## config.mk

```make
export PLATFORM = sky130hd
export DESIGN_NAME = soc_system_pcp_0_cpu_0_oci_dct_ctrl
export DESIGN_NICKNAME = d
export VERILOG_FILES = /design/src/rtl/soc_system_pcp_0_cpu_0_oci_dct_pkg.sv /design/src/rtl/soc_system_pcp_0_cpu_0_oci_dct_timer.sv /design/src/rtl/soc_system_pcp_0_cpu_0_oci_dct_ctrl.sv
export SDC_FILE = /design/constraint.sdc
export NUM_CORES = 1
export LEC_CHECK = 0
export ABC_AREA = 1
export BUFFER_PORTS_ARGS = -buffer_cell sky130_fd_sc_hd__buf_2
export CAP_MARGIN = 15
export CORE_ASPECT_RATIO = 1.25
export CORE_MARGIN = 4
export CORE_UTILIZATION = 31
export DETAILED_ROUTE_END_ITERATION = 10
export SETUP_SLACK_MARGIN = 0.15
export SLEW_MARGIN = 25
export SYNTH_ARGS = -nofsm -noshare
export SYNTH_HDL_FRONTEND = slang
export SYNTH_SLANG_ARGS = --single-unit
```

## constraint.sdc

```tcl
create_clock -name clk -period 4.65 [get_ports clk]
set_clock_uncertainty 0.15 [all_clocks]
set_input_delay 0 -clock clk [delete_from_list [all_inputs] [get_ports clk]]
set_output_delay 0 -clock clk [all_outputs]
set_load 0.03 [all_outputs]
```

## src/rtl/soc_system_pcp_0_cpu_0_oci_dct_pkg.sv

```systemverilog
// Shared constants and state encoding for the OCI compressed-trace buffer sequencer.
package soc_system_pcp_0_cpu_0_oci_dct_pkg;

   localparam int unsigned DCT_SYM_W         = 2;
   localparam int unsigned DCT_SLOTS         = 15;
   localparam int unsigned DCT_WORD_W        = DCT_SYM_W * DCT_SLOTS;
   localparam int unsigned DCT_CNT_W         = 4;
   localparam int unsigned DCT_FLUSH_TIMEOUT = 64;

   typedef enum logic [1:0] {
      ST_FILL  = 2'd0,
      ST_DRAIN = 2'd1,
      ST_ENDED = 2'd2
   } dct_state_e;

endpackage

```

## src/rtl/soc_system_pcp_0_cpu_0_oci_dct_timer.sv

```systemverilog
// Idle counter: counts enabled cycles and saturates at TIMEOUT-1, where expire_o holds
// until the owner clears it, so a flush blocked by backpressure is not lost.
module soc_system_pcp_0_cpu_0_oci_dct_timer #(
   parameter int unsigned TIMEOUT = 64
) (
   input  logic clk_i,
   input  logic reset_i,
   input  logic clr_i,
   input  logic en_i,
   output logic expire_o
);

   localparam int unsigned W = (TIMEOUT > 1) ? $clog2(TIMEOUT) : 1;
   localparam logic [W-1:0] LAST = W'(TIMEOUT - 1);

   logic [W-1:0] cnt_q;
   logic [W-1:0] cnt_d;

   // Next count: clear wins, otherwise count up to the saturation point
   always_comb begin
      cnt_d = cnt_q;
      if (clr_i) begin
         cnt_d = '0;
      end else if (en_i && (cnt_q != LAST)) begin
         cnt_d = cnt_q + W'(1);
      end else begin
         cnt_d = cnt_q;
      end
   end

   // Counter register
   always_ff @(posedge clk_i) begin
      if (reset_i) begin
         cnt_q <= '0;
      end else begin
         cnt_q <= cnt_d;
      end
   end

   assign expire_o = (cnt_q == LAST);

endmodule

```

## src/rtl/soc_system_pcp_0_cpu_0_oci_dct_ctrl.sv

```systemverilog
// DCT buffer sequencer: packs 2-bit trace symbols into 15-slot words, hands them to the
// trace FIFO over valid/ready, flushes partial words on idle timeout and on end-of-test drain.
module soc_system_pcp_0_cpu_0_oci_dct_ctrl
   import soc_system_pcp_0_cpu_0_oci_dct_pkg::*;
#(
   parameter int unsigned SYM_W         = DCT_SYM_W,
   parameter int unsigned SLOTS         = DCT_SLOTS,
   parameter int unsigned FLUSH_TIMEOUT = DCT_FLUSH_TIMEOUT
) (
   input  logic                     clk,
   input  logic                     reset,
   input  logic                     sym_valid,
   input  logic [SYM_W-1:0]         sym,
   output logic                     sym_ready,
   output logic                     word_valid,
   output logic [SYM_W*SLOTS-1:0]   word_data,
   output logic [DCT_CNT_W-1:0]     word_count,
   input  logic                     word_ready,
   input  logic                     test_ending,
   output logic [SYM_W*SLOTS-1:0]   dct_buffer,
   output logic [DCT_CNT_W-1:0]     dct_count,
   output logic                     test_has_ended
);

   localparam int unsigned WORD_W = SYM_W * SLOTS;
   localparam int unsigned CNT_W  = DCT_CNT_W;
   localparam logic [CNT_W-1:0] FULL = CNT_W'(SLOTS);

   dct_state_e         state_q, state_d;
   logic [WORD_W-1:0]  buf_q, buf_d;
   logic [CNT_W-1:0]   cnt_q, cnt_d;
   logic               wvalid_q, wvalid_d;
   logic [WORD_W-1:0]  wdata_q, wdata_d;
   logic [CNT_W-1:0]   wcount_q, wcount_d;
   logic               ended_q, ended_d;

   logic out_free;
   logic accept;
   logic xfer;
   logic buf_busy;
   logic tmr_expire;

   assign out_free  = !wvalid_q || word_ready;
   assign buf_busy  = (cnt_q != {CNT_W{1'b0}});
   assign sym_ready = (state_q == ST_FILL) && ((cnt_q < FULL) || out_free);
   assign accept    = sym_valid && sym_ready;

   // An accepted symbol always resets idleness, so the timeout cannot fire on that edge
   assign xfer = out_free && buf_busy &&
                 ((cnt_q == FULL) || (state_q == ST_DRAIN) || (tmr_expire && !accept));

   soc_system_pcp_0_cpu_0_oci_dct_timer #(
      .TIMEOUT (FLUSH_TIMEOUT)
   ) u_timer (
      .clk_i    (clk),
      .reset_i  (reset),
      .clr_i    (accept || xfer),
      .en_i     (buf_busy && !accept),
      .expire_o (tmr_expire)
   );

   // Packing buffer and output word next-state
   always_comb begin
      buf_d    = buf_q;
      cnt_d    = cnt_q;
      wvalid_d = wvalid_q;
      wdata_d  = wdata_q;
      wcount_d = wcount_q;
      if (xfer) begin
         wvalid_d = 1'b1;
         wdata_d  = buf_q;
         wcount_d = cnt_q;
         buf_d    = '0;
         cnt_d    = '0;
         if (accept) begin
            buf_d[SYM_W-1:0] = sym;
            cnt_d            = CNT_W'(1);
         end else begin
            cnt_d = '0;
         end
      end else begin
         if (word_ready) begin
            wvalid_d = 1'b0;
         end else begin
            wvalid_d = wvalid_q;
         end
         if (accept) begin
            for (int k = 0; k < SLOTS; k++) begin
               if (cnt_q == CNT_W'(k)) begin
                  buf_d[k*SYM_W +: SYM_W] = sym;
               end else begin
                  buf_d[k*SYM_W +: SYM_W] = buf_q[k*SYM_W +: SYM_W];
               end
            end
            cnt_d = cnt_q + CNT_W'(1);
         end else begin
            cnt_d = cnt_q;
         end
      end
   end

   // Sequencer state: DRAIN completes once both the buffer and the output register are empty
   always_comb begin
      state_d = state_q;
      ended_d = ended_q;
      case (state_q)
         ST_FILL: begin
            if (test_ending) begin
               state_d = ST_DRAIN;
            end else begin
               state_d = ST_FILL;
            end
         end
         ST_DRAIN: begin
            if (!buf_busy && !wvalid_q) begin
               state_d = ST_ENDED;
               ended_d = 1'b1;
            end else begin
               state_d = ST_DRAIN;
            end
         end
         ST_ENDED: begin
            state_d = ST_ENDED;
            ended_d = 1'b1;
         end
         default: begin
            state_d = ST_FILL;
            ended_d = 1'b0;
         end
      endcase
   end

   // All state and registered outputs
   always_ff @(posedge clk) begin
      if (reset) begin
         state_q  <= ST_FILL;
         buf_q    <= '0;
         cnt_q    <= '0;
         wvalid_q <= 1'b0;
         wdata_q  <= '0;
         wcount_q <= '0;
         ended_q  <= 1'b0;
      end else begin
         state_q  <= state_d;
         buf_q    <= buf_d;
         cnt_q    <= cnt_d;
         wvalid_q <= wvalid_d;
         wdata_q  <= wdata_d;
         wcount_q <= wcount_d;
         ended_q  <= ended_d;
      end
   end

   assign word_valid     = wvalid_q;
   assign word_data      = wdata_q;
   assign word_count     = wcount_q;
   assign dct_buffer     = buf_q;
   assign dct_count      = cnt_q;
   assign test_has_ended = ended_q;

endmodule

```

# After elaboration in Yosys (flattened, before gate mapping)
# Cells that the tools add are included.
[classes]
addsub = 2
n_lt_le_gt_ge = 1
eq_ne = 20
n_mux = 14
bitwise = 1
reduce_logical = 40
[op_table]
columns = ["operator", "count"]
rows = [
  ["4-bit equality test, second input constant", 8],
  ["2-bit AND reduction", 16],
  ["4-bit by 3-bit equality test with 1-bit output, second input constant", 4],
  ["2-bit 2-to-1 mux", 5],
  ["4-bit by 2-bit equality test with 1-bit output, second input constant", 2],
  ["1-bit logical AND", 8],
  ["4-bit 2-to-1 mux", 2],
  ["6-bit by 1-bit adder with 6-bit output, second input constant", 1],
  ["6-bit equality test, second input constant", 1],
  ["6-bit inequality test, second input constant", 1],
  ["2-bit one-hot mux with 3 select lines", 1],
  ["2-bit nonzero test", 3],
  ["1-bit logical OR", 5],
  ["1-bit 2-to-1 mux", 5],
  ["4-bit by 1-bit adder with 4-bit output, second input constant", 1],
  ["4-bit by 1-bit equality test with 1-bit output, second input constant", 1],
  ["4-bit logical NOT", 1],
  ["4-bit < comparator, second input constant", 1],
  ["4-bit nonzero test", 1],
  ["2-bit OR reduction", 2],
  ["1-bit logical NOT", 3],
  ["1-bit one-hot mux with 3 select lines", 1],
  ["2-bit by 1-bit equality test with 1-bit output, second input constant", 1],
  ["2-bit equality test, second input constant", 1],
  ["3 further kinds", 3],
]
[word_totals]
ff_bits = 78
in_bits = 7
out_inout_bits = 71
word_cells = 100

# Logic depth before layout (Yosys ltp)
# Gate-level depths: netlist of the first run.
[depth]
depth_word = 11
mapped_depth = 12
mapped_depth_nobuf = 11

# Cells and area by module
# From an unflattened synthesis of the first run, not the netlist that was laid out.
[hier_totals]
hier_cells = 427
area_unflattened_um2 = 3239.4
[by_module_without_submodules]
columns = ["mod", "instances", "cells_each", "area_per_inst_um2"]
rows = [
  ["soc_system_pcp_0_cpu_0_oci_dct_ctrl", 1, 378, 2900.3],
  ["soc_system_pcp_0_cpu_0_oci_dct_timer", 1, 49, 339.1],
]

# Worst setup path after synthesis of the first run
# Ideal clock, no wire load.
[synth_path]
path_kind = "register to register"
from = "register cnt_q[0], in the netlist dct_count[0]"
to = "register wdata_q[10], in the netlist word_data[10]"
setup_ns = 0.116
t_arrival_ns = 1.716
required_ns = 4.384
path_slack_ns = 2.668
path_stages_with_launch = 12
n_path_buf = 1
synth_period_minus_slack_ns = 1.982
cell_sequence = "dfxtp_1 -> ha_1 -> inv_2 -> nor2_4 -> nand2_1 -> nand3_2 -> nand2_1 -> nand2_2 -> nand2_4 -> clkbuf_2 -> o21ai_0 -> nor2_1"
[synth_via]
elab_chain_len = 8
[synth_rtl]
columns = ["item", "line_no", "text"]
rows = [
  ["start, declared", "soc_system_pcp_0_cpu_0_oci_dct_ctrl.sv:31", "logic [CNT_W-1:0] cnt_q, cnt_d;"],
  ["start signal, assigned", "soc_system_pcp_0_cpu_0_oci_dct_ctrl.sv:146", "cnt_q <= cnt_d;"],
  ["4-bit < comparator", "soc_system_pcp_0_cpu_0_oci_dct_ctrl.sv:45", "assign sym_ready = (state_q == ST_FILL) && ((cnt_q < FULL) || out_free);"],
  ["1-bit logical OR", "soc_system_pcp_0_cpu_0_oci_dct_ctrl.sv:45", ""],
  ["1-bit logical AND", "soc_system_pcp_0_cpu_0_oci_dct_ctrl.sv:45", ""],
  ["1-bit logical AND", "soc_system_pcp_0_cpu_0_oci_dct_ctrl.sv:46", "assign accept = sym_valid && sym_ready;"],
  ["1-bit logical NOT", "soc_system_pcp_0_cpu_0_oci_dct_ctrl.sv:50", "((cnt_q == FULL) || (state_q == ST_DRAIN) || (tmr_expire && !accept));"],
  ["1-bit logical AND", "soc_system_pcp_0_cpu_0_oci_dct_ctrl.sv:50", ""],
  ["1-bit logical OR", "soc_system_pcp_0_cpu_0_oci_dct_ctrl.sv:50", ""],
  ["1-bit logical AND *", "soc_system_pcp_0_cpu_0_oci_dct_ctrl.sv:49", "assign xfer = out_free && buf_busy &&"],
  ["end signal, assigned", "soc_system_pcp_0_cpu_0_oci_dct_ctrl.sv:148", "wdata_q <= wdata_d;"],
  ["end, declared", "soc_system_pcp_0_cpu_0_oci_dct_ctrl.sv:33", "logic [WORD_W-1:0] wdata_q, wdata_d;"],
]
# Every way passes the cells marked *; elsewhere a longest branch is shown, timed or not.
# A chain may end at the register's enable or synchronous reset.

# Worst setup path after layout of the first run
[layout_path]
from = "register cnt_q[0], in the netlist dct_count[0]"
to = "register buf_q[28], in the netlist dct_buffer[28]"
[layout_via]
elab_chain_len = 9
[layout_rtl]
columns = ["item", "line_no", "text"]
rows = [
  ["4-bit < comparator", "soc_system_pcp_0_cpu_0_oci_dct_ctrl.sv:45", ""],
  ["1-bit logical OR", "soc_system_pcp_0_cpu_0_oci_dct_ctrl.sv:45", ""],
  ["1-bit logical AND", "soc_system_pcp_0_cpu_0_oci_dct_ctrl.sv:45", ""],
  ["1-bit logical AND", "soc_system_pcp_0_cpu_0_oci_dct_ctrl.sv:46", ""],
  ["1-bit logical NOT", "soc_system_pcp_0_cpu_0_oci_dct_ctrl.sv:50", ""],
  ["1-bit logical AND", "soc_system_pcp_0_cpu_0_oci_dct_ctrl.sv:50", ""],
  ["1-bit logical OR", "soc_system_pcp_0_cpu_0_oci_dct_ctrl.sv:50", ""],
  ["1-bit logical AND", "soc_system_pcp_0_cpu_0_oci_dct_ctrl.sv:49", ""],
  ["2-bit OR reduction (no source line)", "--", ""],
  ["end signal, assigned", "soc_system_pcp_0_cpu_0_oci_dct_ctrl.sv:145", "buf_q <= buf_d;"],
  ["end, declared", "soc_system_pcp_0_cpu_0_oci_dct_ctrl.sv:30", "logic [WORD_W-1:0] buf_q, buf_d;"],
]
# Parallel ways exist; a longest one is shown, timed or not.

==> results of run 1 <==
[stage by stage]
stage / area [µm²] / hold slack, ps / utilization (%) / instances
finish: 3930 / 101 / 38.9 / 623
global placement: 3620 / 116 / 35.8 / 603
global route: 3930 / 158 / 38.9 / 623
detailed placement: 3620 / 114 / 35.8 / 603
CTS: 3930 / 100 / 38.9 / 623
floorplan: 3210 / -80.9 / - / 417
[cell type report]
cell class | count | area [µm²] | share of cell area (%)
Timing Repair Buffer | 83 | 443 | 11.3
Tap cell | 129 | 161 | 4.11
Sequential cell | 78 | 1560 | 39.7
Inverter | 24 | 92.6 | 2.36
Clock inverter | 4 | 25.0 | 0.637
Multi-Input combinational cell | 294 | 1420 | 36.0
Clock buffer | 11 | 233 | 5.92
[per-layer routing]
layer  vias to the layer above  wire [µm]  GRT usage [%]
li1                       1493          -              -
met1                      1299       3720           17.5
met2                        58       3630           21.3
met3                        12        352           2.52
met4                         0        198           7.34
met5                         -          0              0
[critical path, delay by kind of cell, from the launching register on]
kind / cells / cell delay, ps
simple gates: 7 / 1360
compound gates: 1 / 270
buf+inv: 1 / 100
fa+ha+maj: 1 / 290
flops: 1 / 380
[logic make-up after synthesis]
logic type	count (synthesis)	share of synthesized area [%]
AND/OR/NAND/NOR	202	27.0
AO/OA/AOI/OAI	79	12.5
flip-flops	78	48.7
buffers and inverters	45	7.26
adder cells (fa/ha/maj)	8	3.12
XOR/XNOR	5	1.37
[worst paths after layout]
| path | end | from | slack [ps] | depth (start not counted) |
|---|---|---|---|---|
| setup / recovery | dct_buffer[28] | dct_count[0] | 1970 | 10 |
| hold / removal | dct_buffer[0] | sym_valid | 100 | 5 |
| hold reg to reg | dct_buffer[25] | dct_buffer[25] | 320 | 2 |
| setup reg to reg | dct_buffer[28] | dct_count[0] | 1970 | 10 |
[state kept, by name (all words and copies together), names as in the netlist]
name            count
u_timer.cnt_q       6
test_has_ended      1
word_data          30
state_q             2
dct_count           4
word_count          4
word_valid          1
dct_buffer         30
[power by group]
part	switching [W]	leakage, nW	total (W)	internal (W)
registers	0.0000199	0.631	0.000721	0.000701
clock network	0.000256	0.121	0.000612	0.000356
logic	0.000179	0.918	0.000248	0.0000689
[synthesized netlist by cell type, drive strengths merged]
master / count
clkinv: 2
dfxtp: 78
nor2: 90
inv: 22
nand3: 37
nand2: 71
clkbuf: 10
a211oi: 1
o21ai: 37
nand4: 3
buf: 11
xnor2: 1
a21oi: 41
ha: 8
xor2: 4
or2: 1
[what timing repair did]
action	CTS	global route
hold buffers	5	0
hold endpoints to repair	33	0
endpoints found under the setup margin	0	0
==> flow_metrics.tcl, run 1 <==
set metrics [dict create \
    core-area_um2 10100 \
    max_stage_delay_ps 460 \
    synthTopCellsByArea "dfxtp_1, nor2_1, nand2_1" \
    fin_ws_ps 1970 \
    ios 78 \
    grt_setup_unrepaired "false" \
    nNetsFinal 505 \
    wl_per_cell_um 12.7 \
    dieArea_um2 12000 \
    grt_first_pass_wirelength_um 13100 \
    arrival_ps 2770 \
    critPathSlowestCell "nand2_2" \
    grt.overflow.total 0 \
    dp_hpwl_um 5580 \
    crit_fanout 42 \
    grt_pass1_vias 2716 \
    cts_root_buf "clkbuf_16" \
    relSlewSlack_pct 43.8 \
    crit_path_cell_trace "ha_1, inv_2, nor2_4, nand2_1, nand3_2, nand2_1, nand2_2, nand2_4, nand2_2, a21oi_1" \
    syn-num-nets 432 \
    synth_cell_types 28 \
    final_hold_viol_count 0 \
    setup-tns-final_ps 0 \
    die_h_um 122 \
    first_pass_iters 6 \
    antenna_left 0 \
    place_ws_ps 1620 \
    drtIter0Drc 98 \
    fin_crit_sh_pct 57.7 \
    clock_latency_ps 330 \
    syn_area_per_cell_um2 7.69 \
    drive_above_1_share_pct 22.1 \
    outcome "finished clean" \
    ys_seq_area_share_pct 48.7 \
    hold_class "input pin to flip-flop" \
    portBuffers 77 \
    cts.sinks 78 \
    grt_usage_pct 13.5 \
    layout_commonest_cell "nor2_1" \
    ctsResizeCount 0 \
    routabilityCongestion 0.712 \
    initial_utilization_pct 31.7 \
    via_count 2862 \
    fmax_mhz 373 \
    ir_worst_vdd_mv 0.141 \
    grt_max_degree 43 \
    period_minus_slack_ps 2680 \
    drt-total-wl_um 7900 \
    tritoncts "done" \
    cts_buffers 9 \
    area_growth_pct 22.6 \
    fp.dieW_um 99.0 \
    worst_slew_pin_slew_ps 840 \
    diodes 0 \
    syn-instance-count 417 \
    synth_top_area_share_pct 48.7 \
    yosysTopAreaCell "dfxtp_1" \
    fillCellCount 1091 \
    yosys_warnings 0 \
    row_count 41 \
    cap_violations 0 \
    cp-end-kind "flip-flop" \
    clk_pin_slew_worst_paths_ps 60 \
    setup_viol_count_final 0 \
    cts_setup_buffers 0 \
    drcViolationCount 0 \
    clockBufferDepth 2 \
    synthesis.area_um2 3210 \
    antenna_found_initial 0 \
    path_class "flip-flop to flip-flop" \
    p_leak_nw 1.67 \
    layout_common_cells "nor2_1, dfxtp_1, buf_2" \
    fin_total_pwr_w 0.00158 \
    htree_num_levels 3 \
    startpoint_type "flip-flop" \
    pwr_density_cell_nw_per_um2 402 \
    ys_seq_elements 78 \
    slew_viol_final 0 \
    vias_per_cell 4.59 \
    crit_required_ps 4740 \
]
Power figures use the tool's default switching activity.
==> inputs of run 2 (changes only) <==
==> constraint.sdc (replaced) <==
create_clock -name clk -period 2.39 [get_ports clk]
set_clock_uncertainty 0.15 [all_clocks]
set_input_delay 0 -clock clk [delete_from_list [all_inputs] [get_ports clk]]
set_output_delay 0 -clock clk [all_outputs]
set_load 0.03 [all_outputs]
==> run 2 against run 1 <==
Compared with the run above: wire length decreased by 1.1%; sequential share of layout area fell by 0.69 points; largest cell class unchanged; flip-flop and latch count is the same; critical path depth fell by 1; via count rose by 0.42%; sequential power increased by 94%; clock-buffer cell count grew 1; cell count grew 0.64%; die area unchanged; clock power increased by 100%; combinational power increased by 100%.
==> flow_metrics.tcl, run 2 (synthesis gave the netlist of run 1 again) <==
set metrics [dict create \
    outcome "finished clean" \
    worst_slew_pin_slew_ps 717 \
    cts_setup_buffers 0 \
    ir_worst_vdd_mv 0.294 \
    grt_pass1_vias 2664 \
    reg2reg_from "dct_count[0]" \
    fp.dieW_um 99.0 \
    multi_input_area_um2 1430 \
    place_area_um2 3640 \
    timing.rr.end "dct_buffer[4]" \
    cp-end-kind "flip-flop" \
    startpoint_type "flip-flop" \
    via_count 2874 \
    setup_viol_count_final 0 \
    pwr_density_cell_nw_per_um2 786 \
    grt.overflow.total 0 \
    relSlewSlack_pct 52.0 \
    drt-total-wl_um 7820 \
    tritoncts "done" \
    row_count 41 \
    fmax_mhz 485 \
    first_pass_iters 4 \
    drive_above_1_share_pct 23.3 \
    slew_viol_final 0 \
    grt_usage_pct 13.5 \
    worstHoldEndpoint "test_has_ended" \
    path_class "flip-flop to flip-flop" \
    p_leak_nw 1.69 \
    antenna_found_initial 0 \
    ff2ff_path_depth 9 \
    htree_num_levels 3 \
    antenna_left 0 \
    clockBufferDepth 2 \
    cap_violations 0 \
    r2r_slack_ps 330 \
    die_h_um 122 \
    drcViolationCount 0 \
    fillCellCount 1026 \
    drtIter0Drc 139 \
    portBuffers 77 \
    ios 78 \
    diodes 0 \
    core-area_um2 10100 \
    arrival_ps 2120 \
    routabilityCongestion 0.756 \
    design_area_um2 4010 \
    grt_first_pass_wirelength_um 13000 \
    wl_per_cell_um 12.5 \
    dieArea_um2 12000 \
    grt_max_degree 36 \
    cts_root_buf "clkbuf_16" \
    initial_utilization_pct 31.7 \
    area_growth_pct 25.0 \
    grt_setup_unrepaired "false" \
    hold_class "input pin to flip-flop" \
    cts.sinks 78 \
    layout_common_cells "nor2_1, buf_2, dfxtp_1" \
    fin_crit_sh_pct 86.3 \
    cts_buffers 9 \
    nNetsFinal 509 \
    fin_total_pwr_w 0.00315 \
    hp-start "reset" \
    whs_path_depth 3 \
    final_hold_viol_count 0 \
    vias_per_cell 4.58 \
    setup-tns-final_ps 0 \
    crit_required_ps 2450 \
    clk_pin_slew_worst_paths_ps 60 \
    regArea_um2 1560 \
    crit_fanout 31 \
    clock_latency_ps 330 \
    layout_commonest_cell "nor2_1" \
    dp_hpwl_um 5500 \
    period_minus_slack_ps 2060 \
]
## run 2: worst max-delay path by stage
stage | from | end | slack (ps) | depth (start not counted)
global placement | dct_count[0] | dct_count[3] | 200 | 11
detailed placement | dct_count[0] | dct_buffer[12] | 150 | 11
CTS | dct_count[0] | word_data[2] | 150 | 11
finish | dct_count[0] | dct_buffer[4] | 330 | 9
global route | dct_count[0] | word_data[22] | 160 | 11
floorplan | dct_count[0] | word_data[10] | 410 | 11
## run 2: per-stage QoR
step | worst slack [ps] | cells | utilization [%] | hold WS [ps]
2_1_floorplan | 408 | 417 | - | -80.9
3_3_place_gp | 199 | 606 | 36.1 | 102
3_5_place_dp | 147 | 606 | 36.1 | 103
4_1_cts | 151 | 627 | 39.4 | 300
5_1_grt | 164 | 627 | 39.7 | 324
6_report | 329 | 627 | 39.7 | 297
## run 2: per-layer routing
| layer | global-route usage, % | vias to the layer above | wire (µm) |
|---|---|---|---|
| li1 | - | 1503 | - |
| met1 | 18.2 | 1299 | 3650 |
| met2 | 20.5 | 62 | 3630 |
| met3 | 2.98 | 10 | 375 |
| met4 | 6.15 | 0 | 159 |
| met5 | 0 | - | 0 |
## run 2: area by class of cell
class,count,area share (%)
sequential,78,39.0
multi-input combinational,294,35.7
timing repair buffer,87,12.0
clock buffer,12,6.40
tap,129,4.03
inverter,24,2.37
clock inverter,3,0.500
## run 2: timing repair
action                                  CTS  global route
hold endpoints to repair                 33             0
gates cloned                              0             0
endpoints found under the setup margin   15            67
gates resized for setup                   1             7
hold buffers                              6             0
pin swaps                                 0             0
## run 2: critical path, stage by stage, from the launching register on
cell and delay, ps:
dfxtp_2 410, inv_1 90, ha_1 200, inv_1 90, nor2_2 80, nor2_1 280, nand2_8 180, nand2_1 110
buf_6 250, a21oi_1 70
## run 2: power breakdown
| group | switching (W) | leakage (nW) | internal [W] |
|---|---|---|---|
| sequential | 0.0000397 | 0.632 | 0.00136 |
| combinational | 0.000355 | 0.925 | 0.000144 |
| clock | 0.000497 | 0.131 | 0.000751 |
